### config.mk
export PLATFORM = sky130hd
export DESIGN_NAME = divisao_sobel
export DESIGN_NICKNAME = d
export VERILOG_FILES = /design/src/rtl/divisao_sobel_pkg.sv /design/src/rtl/divisao_sobel_step.sv /design/src/rtl/divisao_sobel.sv
export SDC_FILE = /design/constraint.sdc
export NUM_CORES = 1
export LEC_CHECK = 0
export CAP_MARGIN = 20
export CELL_PAD_IN_SITES_DETAIL_PLACEMENT = 2
export CELL_PAD_IN_SITES_GLOBAL_PLACEMENT = 2
export CORE_UTILIZATION = 35
export CTS_BUF_LIST = sky130_fd_sc_hd__clkbuf_4 sky130_fd_sc_hd__clkbuf_8
export DETAILED_ROUTE_END_ITERATION = 10
export PLACE_DENSITY_LB_ADDON = 0.2
export SLEW_MARGIN = 20
export SYNTH_ARGS = -nofsm -noshare
export SYNTH_HDL_FRONTEND = slang
export SYNTH_SLANG_ARGS = --single-unit
export TNS_END_PERCENT = 100
### constraint.sdc
create_clock -name clk -period 3.7 [get_ports clk]
set_input_delay 0.37 -clock clk [delete_from_list [all_inputs] [get_ports clk]]
set_output_delay 0.37 -clock clk [all_outputs]
set_load 0.05 [all_outputs]
### src/rtl/divisao_sobel_pkg.sv
// Shared definitions for the divisao_sobel multicycle divider custom instruction.
// Holds the controller state encoding and the divide-by-zero quotient constant.
package divisao_sobel_pkg;

  localparam int DEFAULT_WIDTH = 32;

  // Quotient returned for a zero divisor, mirroring the multiplier's saturated case.
  localparam logic [DEFAULT_WIDTH-1:0] DIV0_QUOTIENT = '1;

  typedef enum logic [1:0] {
    ST_IDLE = 2'd0,
    ST_BUSY = 2'd1,
    ST_DONE = 2'd2
  } state_t;

endpackage

### src/rtl/divisao_sobel_step.sv
// One combinational radix-2 restoring division step.
// Kept separate so a radix-4 variant can chain two of these per cycle.
module divisao_sobel_step #(
  parameter int WIDTH = 32
) (
  input  logic [WIDTH:0]   r_i,
  input  logic [WIDTH-1:0] q_i,
  input  logic [WIDTH-1:0] d_i,
  output logic [WIDTH:0]   r_o,
  output logic [WIDTH-1:0] q_o
);

  logic [WIDTH:0]   shifted;
  logic [WIDTH+1:0] diff;
  logic             non_neg;

  // The extra top bit of diff is the borrow: clear means the trial subtraction fits.
  assign shifted = {r_i[WIDTH-1:0], q_i[WIDTH-1]};
  assign diff    = {1'b0, shifted} - {2'b00, d_i};
  assign non_neg = ~diff[WIDTH+1];

  assign r_o = non_neg ? diff[WIDTH:0] : shifted;
  assign q_o = {q_i[WIDTH-2:0], non_neg};

endmodule

### src/rtl/divisao_sobel.sv
// Nios II multicycle custom instruction: unsigned divide returning quotient (n=0)
// or remainder (n=1), with single-cycle fast paths for small divisors.
module divisao_sobel
  import divisao_sobel_pkg::*;
#(
  parameter int WIDTH = DEFAULT_WIDTH
) (
  input  logic             clk,
  input  logic             reset_n,
  input  logic             clk_en,
  input  logic             start,
  input  logic             n,
  input  logic [WIDTH-1:0] dataa,
  input  logic [WIDTH-1:0] datab,
  output logic [WIDTH-1:0] result,
  output logic             done
);

  localparam int CNT_W = $clog2(WIDTH) + 1;
  localparam logic [CNT_W-1:0] LAST_STEP = CNT_W'(WIDTH - 1);

  state_t           state_q, state_d;
  logic [WIDTH:0]   r_q, r_d;
  logic [WIDTH-1:0] q_q, q_d;
  logic [WIDTH-1:0] d_q, d_d;
  logic             n_q, n_d;
  logic [CNT_W-1:0] cnt_q, cnt_d;
  logic [WIDTH-1:0] result_q, result_d;
  logic             done_q, done_d;

  logic [WIDTH:0]   step_r;
  logic [WIDTH-1:0] step_q;

  logic             fast;
  logic [WIDTH-1:0] fast_quo, fast_rem;

  divisao_sobel_step #(.WIDTH(WIDTH)) u_step (
    .r_i (r_q),
    .q_i (q_q),
    .d_i (d_q),
    .r_o (step_r),
    .q_o (step_q)
  );

  // Fast-path classification works on the live operands during the start cycle.
  always_comb begin
    fast     = 1'b1;
    fast_quo = '0;
    fast_rem = dataa;
    if (datab == '0) begin
      fast_quo = '1;
    end else if (datab == WIDTH'(1)) begin
      fast_quo = dataa;
      fast_rem = '0;
    end else if (datab == WIDTH'(2)) begin
      fast_quo = dataa >> 1;
      fast_rem = {{(WIDTH-1){1'b0}}, dataa[0]};
    end else if (dataa < datab) begin
      fast_quo = '0;
    end else begin
      fast = 1'b0;
    end
  end

  // NOTE: every _d gets its hold value first so no path through this block infers a latch.
  always_comb begin
    state_d  = state_q;
    r_d      = r_q;
    q_d      = q_q;
    d_d      = d_q;
    n_d      = n_q;
    cnt_d    = cnt_q;
    result_d = result_q;
    done_d   = done_q;
    if (clk_en) begin
      done_d = 1'b0;
      unique case (state_q)
        ST_IDLE: begin
          if (start) begin
            d_d   = datab;
            n_d   = n;
            q_d   = dataa;
            r_d   = '0;
            cnt_d = '0;
            if (fast) begin
              result_d = n ? fast_rem : fast_quo;
              done_d   = 1'b1;
              state_d  = ST_DONE;
            end else begin
              state_d = ST_BUSY;
            end
          end
        end
        ST_BUSY: begin
          r_d   = step_r;
          q_d   = step_q;
          cnt_d = cnt_q + CNT_W'(1);
          if (cnt_q == LAST_STEP) begin
            result_d = n_q ? step_r[WIDTH-1:0] : step_q;
            done_d   = 1'b1;
            state_d  = ST_DONE;
          end
        end
        ST_DONE: state_d = ST_IDLE;
        default: state_d = ST_IDLE;
      endcase
    end
  end

  // NOTE: non-blocking assignments so every flop samples pre-edge values together.
  // NOTE: all registers here are plain flops (no memory arrays), so each takes the async reset.
  always_ff @(posedge clk or negedge reset_n) begin
    if (!reset_n) begin
      state_q  <= ST_IDLE;
      r_q      <= '0;
      q_q      <= '0;
      d_q      <= '0;
      n_q      <= 1'b0;
      cnt_q    <= '0;
      result_q <= '0;
      done_q   <= 1'b0;
    end else begin
      state_q  <= state_d;
      r_q      <= r_d;
      q_q      <= q_d;
      d_q      <= d_d;
      n_q      <= n_d;
      cnt_q    <= cnt_d;
      result_q <= result_d;
      done_q   <= done_d;
    end
  end

  assign result = result_q;
  assign done   = done_q;

endmodule

Yosys cells after proc, flatten, opt, wreduce, memory -nomap -nowiden
Cells that the tools add are included.

word-level totals
  flip-flop bits (word level) = 138
  input port bits = 69
  output and inout bits = 33
  word-level logic and storage cells = 57

cells by class
  $add $sub $neg = 2
  magnitude comparators = 1
  eq/ne operators = 7
  mux-type cells = 31
  bitwise gates (word level) = 1
  reduce and logical (&&, ||, !) cells = 7

operator list
  kind                   number
  $mux W32               13
  $pmux W32 S2           3
  $sub A33 B32 Y34       1
  $eq A32 B1 Y1 const B  1
  $eq A32 B2 Y1 const B  1
  $logic_not A32 Y1      1
  $lt A32 B32 Y1         1
  $mux W31               1
  $pmux W6 S2            1
  $reduce_and A3 Y1      3
  $mux W1                7
  $add A6 B1 Y6 const B  1
  $eq A6 B5 Y1 const B   1
  $mux W2                3
  $mux W6                1
  $ne A2 B2 Y1 const B   3
  $reduce_and A5 Y1      1
  $pmux W2 S2            1
  $eq A2 B1 Y1 const B   1
  $logic_not A2 Y1       1
  $pmux W1 S2            1
  $reduce_bool A2 Y1     1
  $not A1 Y1             1

Depth between registers and ports, before layout
  depth in word-level cells = 8
  depth in mapped cells = 15
  gate-level depth less buffers = 13

Cells and area by module
From an unflattened synthesis, not the netlist that was laid out.

second synthesis, totals
  cells, all modules = 1188
  area total of the unflattened synthesis = 10287.4 µm²

modules (own cells, without submodules)
  module              times used  cells an instance  area each (µm²)
  divisao_sobel       1           791                7617.3
  divisao_sobel_step  1           397                2670.1

Worst setup path before layout
No wires, ideal clock.

  kind = input -> register
  start point = input datab[1]
  end point = register result_q[1], in the netlist result[1]
  arrival = 2961 ps
  required time = 3566 ps
  path slack = 605 ps
  stages on the path = 15
  path buffers = 5
  cell sequence = clkbuf_1 > inv_1 > clkbuf_1 > ha_1 > a21oi_1 > o21ai_0 > nand3_1 > a21oi_1 > o311a_1 > or3_1 > clkbuf_1 > buf_2 > buf_2 > a221oi_1 > o22ai_2

on the way
  longest elaborated chain between the ends = 8
  elaborated cells on any way between the ends = 20
  those cells by class = 1 x order compare; 3 x eq/ne; 14 x mux; 2 x reduce/logical

ends and longest elaborated chain
  element                                                                 line                  RTL
  start: declaration                                                      divisao_sobel.sv:14   input logic [WIDTH-1:0] datab,
  parallel branches: the longest is 8 deep, another holds $lt A32 B32 Y1  -
  end signal: assignment                                                  divisao_sobel.sv:129  result_q <= result_d;
  end: declaration                                                        divisao_sobel.sv:28   logic [WIDTH-1:0] result_q, result_d;

Several ways; the timed one is not identified. The select of a mux whose other input is x is not followed.
A chain may end at the register's enable or synchronous reset.

Worst setup path after layout
  start point = input datab[13]
  end point = register result_q[16], in the netlist result[16]

The elaborated chain is that of the path after synthesis.

==> impl_metrics.csv <==
group,metric,value,unit
routing,first_iter_violations,641,
worst_setup_path,reg2reg_to,"result[29]",
routing,drcViolationCount,0,
worst_setup_path,start_kind,"input port",
timing,drv_slew,0,
global_routing,grt_pass1_wl,64.2,mm
global_routing,grt_pass1_vias,10700,
worst_setup_path,rrSetupSlack,0.14,ns
timing,hold_viol_final,0,
die,die_area,28000,µm²
timing,period_share,0.985,
timing,tightest_slew,0.988,ns
timing,slew_headroom,0.339,
die,rows,60,
cells_and_area,syn_to_final_growth,25.7,%
die,ios,102,
clocking,cts.sinks,138,
global_routing,grt_max_degree,58,
die,start_util,0.356,
clocking,clkSlewWorstSetupHoldPaths,0.10,ns
timing,skew,0.0173,ns
yosys,synth_common_cells,"192 x nand2_1, 138 x dfrtp_1, 98 x o21ai_0",
yosys,synth_nets,1306,
placed_design,portBuffers,101,
hold_path,hold_path_class,"in -> async",
timing,fin_setup_tns,0,ns
yosys,syn_avg_cell_area,8.17,µm²
yosys,synth_largest_area_cell,"dfrtp_1",
die,core,26900,µm²
pwr,p_leak,0.00564,µW
yosys,ys_seq_area_frac,0.361,
timing,rsz0062_at_grt,"true",
yosys,synthArstFlopShare,1.00,
yosys,synthFlopType,"dfrtp_1",
cells_and_area,drive_above_1_share,0.136,
placed_design,gp_congestion,0.848,
yosys,synth_warnings,0,
flow_run,drv_cap,0,
cells_and_area,final_nets,1470,
routing,num_vias,9801,
yosys,synth.area.top_cells,"dfrtp_1 36%, ha_1 8.4%, nand2_1 7.5%",
routing,final_antenna_net_count,0,
timing,finalSetupViolCount,0,
timing,min_period,3.64,ns
timing,fmax,274,MHz
yosys,synth_top_area_share,0.361,
worst_setup_path,crit_arrival,4.04,ns
yosys,ys_ff_latch,138,
die,dieWidth,167,µm
worst_setup_path,crit_path_max_fanout,22,
placed_design,dp_cells,1654,
worst_setup_path,crit_type,"in -> reg",
global_routing,antenna_found_initial,0,
placed_design,hpwl,30.6,mm
global_routing,grt.total_usage,0.300,
clocking,cts_tree,"yes",
cells_and_area,insertedDiodeCount,0,
clocking,clockBufferDepth,2,
pwr,powerDensity,922,nW/µm²
worst_setup_path,r2r-start,"r_q[6]",
worst_setup_path,ff2ff_path_depth,12,
routing,routed_wl,41.2,mm
global_routing,grt_overflow,0,
routing,routed_via_density,5.80,
yosys,synthCells,1172,
status,outcome,"complete, no violations",
cells_and_area,final_cells,1690,
yosys,synthMostInstantiatedCell,"nand2_1",
routing,dr.pass1.iters,7,
routing,route.detailed.wl_per_inst,24.4,µm
clocking,ctsRootBufferMaster,"clkbuf_8",
yosys,yosysUniqueCellTypes,69,
worst_setup_path,crit_required,4.10,ns
yosys,syn_area,9570,µm²
cells_and_area,finish.utilization,0.448,
worst_setup_path,end_kind,"flip-flop",
clocking,htree_levels,4,
die,die_h,167,µm
clocking,clock_latency,0.47,ns
pwr,vdd_ir_drop_max,0.328,mV
clocking,cts-buffers-inserted,17,
yosys,synth_enable_flop_cells,0,
metal layers:
metal	up-vias	global-route usage	wire, µm
met1	5050	0.415	19600
li1	4516	-	-
met3	26	0.0343	1330
met4	0	0.0670	532
met2	209	0.501	19700
met5	-	0	0
repair_timing:
| item | 4_1_cts | 5_1_grt |
|---|---|---|
| setup buffers | 0 | 3 |
| gates resized for setup | 1 | 1 |
| pin swaps | 1 | 2 |
| hold buffers | 1 | 0 |
| hold endpoints to repair | 54 | 0 |
| setup endpoints to repair | 2 | 39 |
power by group:
group          internal, µW  leakage, µW  switching [µW]
Sequential             2180      0.00172             557
Clock                   550     0.000178             708
Combinational          2620      0.00374            4480
cell families after synthesis:
logic type / share of synthesized area
and+or+nand+nor: 0.170
AOI/OAI and AO/OA: 0.253
buffers and inverters: 0.0647
DFF: 0.361
adders and majority gates: 0.0858
muxes: 0.0371
xor gates and xnor gates: 0.0284
layout make-up:
cell class	count	area, µm²
multi-input cells	876	5540
repair buffers	223	1940
flip-flops and latches	138	3450
clock inverters	14	123
well taps	341	427
clock buffers	18	248
inverters	80	300
fillers	3078	14800
worst max-delay path by stage:
stage                   start    endpoint  slack (ns)  cells past startpoint
finish              datab[13]  result[16]        0.06                     14
floorplan            datab[1]   result[1]        0.60                     15
detailed placement  datab[13]  result[16]       -0.51                     14
global placement    datab[13]  result[24]       -0.05                     14
global route           r_q[3]  result[29]      -0.005                     12
CTS                    r_q[3]   result[7]       0.006                     11
through the flow:
stage	cell area [µm²]	setup slack, ns	power, µW	hold slack (ns)
2_1_floorplan	9570	0.605	7000	0.0744
4_1_cts	12000	0.00618	11100	0.427
3_3_place_gp	11600	-0.0529	9300	0.390
6_report	12000	0.0552	11100	0.426
3_5_place_dp	11600	-0.507	9620	0.386
5_1_grt	12000	-0.00462	11800	0.451
registers in the layout (all words and copies together), names as in the netlist:
signal / cells
r_q: 32
cnt_q: 6
done: 1
q_q: 32
n_q: 1
state_q: 2
result: 32
d_q: 32
critical path, stage by stage:
cell             delay, ns
clkdlybuf4s50_1       0.50
inv_1                 0.06
ha_1                  0.31
a21o_1                0.21
a21oi_2               0.15
nor2b_1               0.06
a2111oi_2             0.33
buf_4                 0.18
a21oi_1               0.07
o311a_1               0.35
or3_2                 0.53
buf_4                 0.27
a2111oi_1             0.44
a221o_1               0.20
layout by cell type (no fill, tap or decap), types with 11 or more instances in the layout:
master,n
xnor2_1,19
a221o_1,20
clkdlybuf4s50_1,100
nor2_1,86
mux2i_1,31
xor2_1,12
a21o_1,23
o21ai_1,13
nand3_1,25
a21oi_1,84
clkbuf_8,18
nand4_1,18
a31oi_1,41
nand2_1,192
a221oi_1,11
inv_1,80
buf_4,120
dfrtp_1,138
o21ai_0,98
ha_1,64
Note: power is estimated with default switching activity, not from simulation.
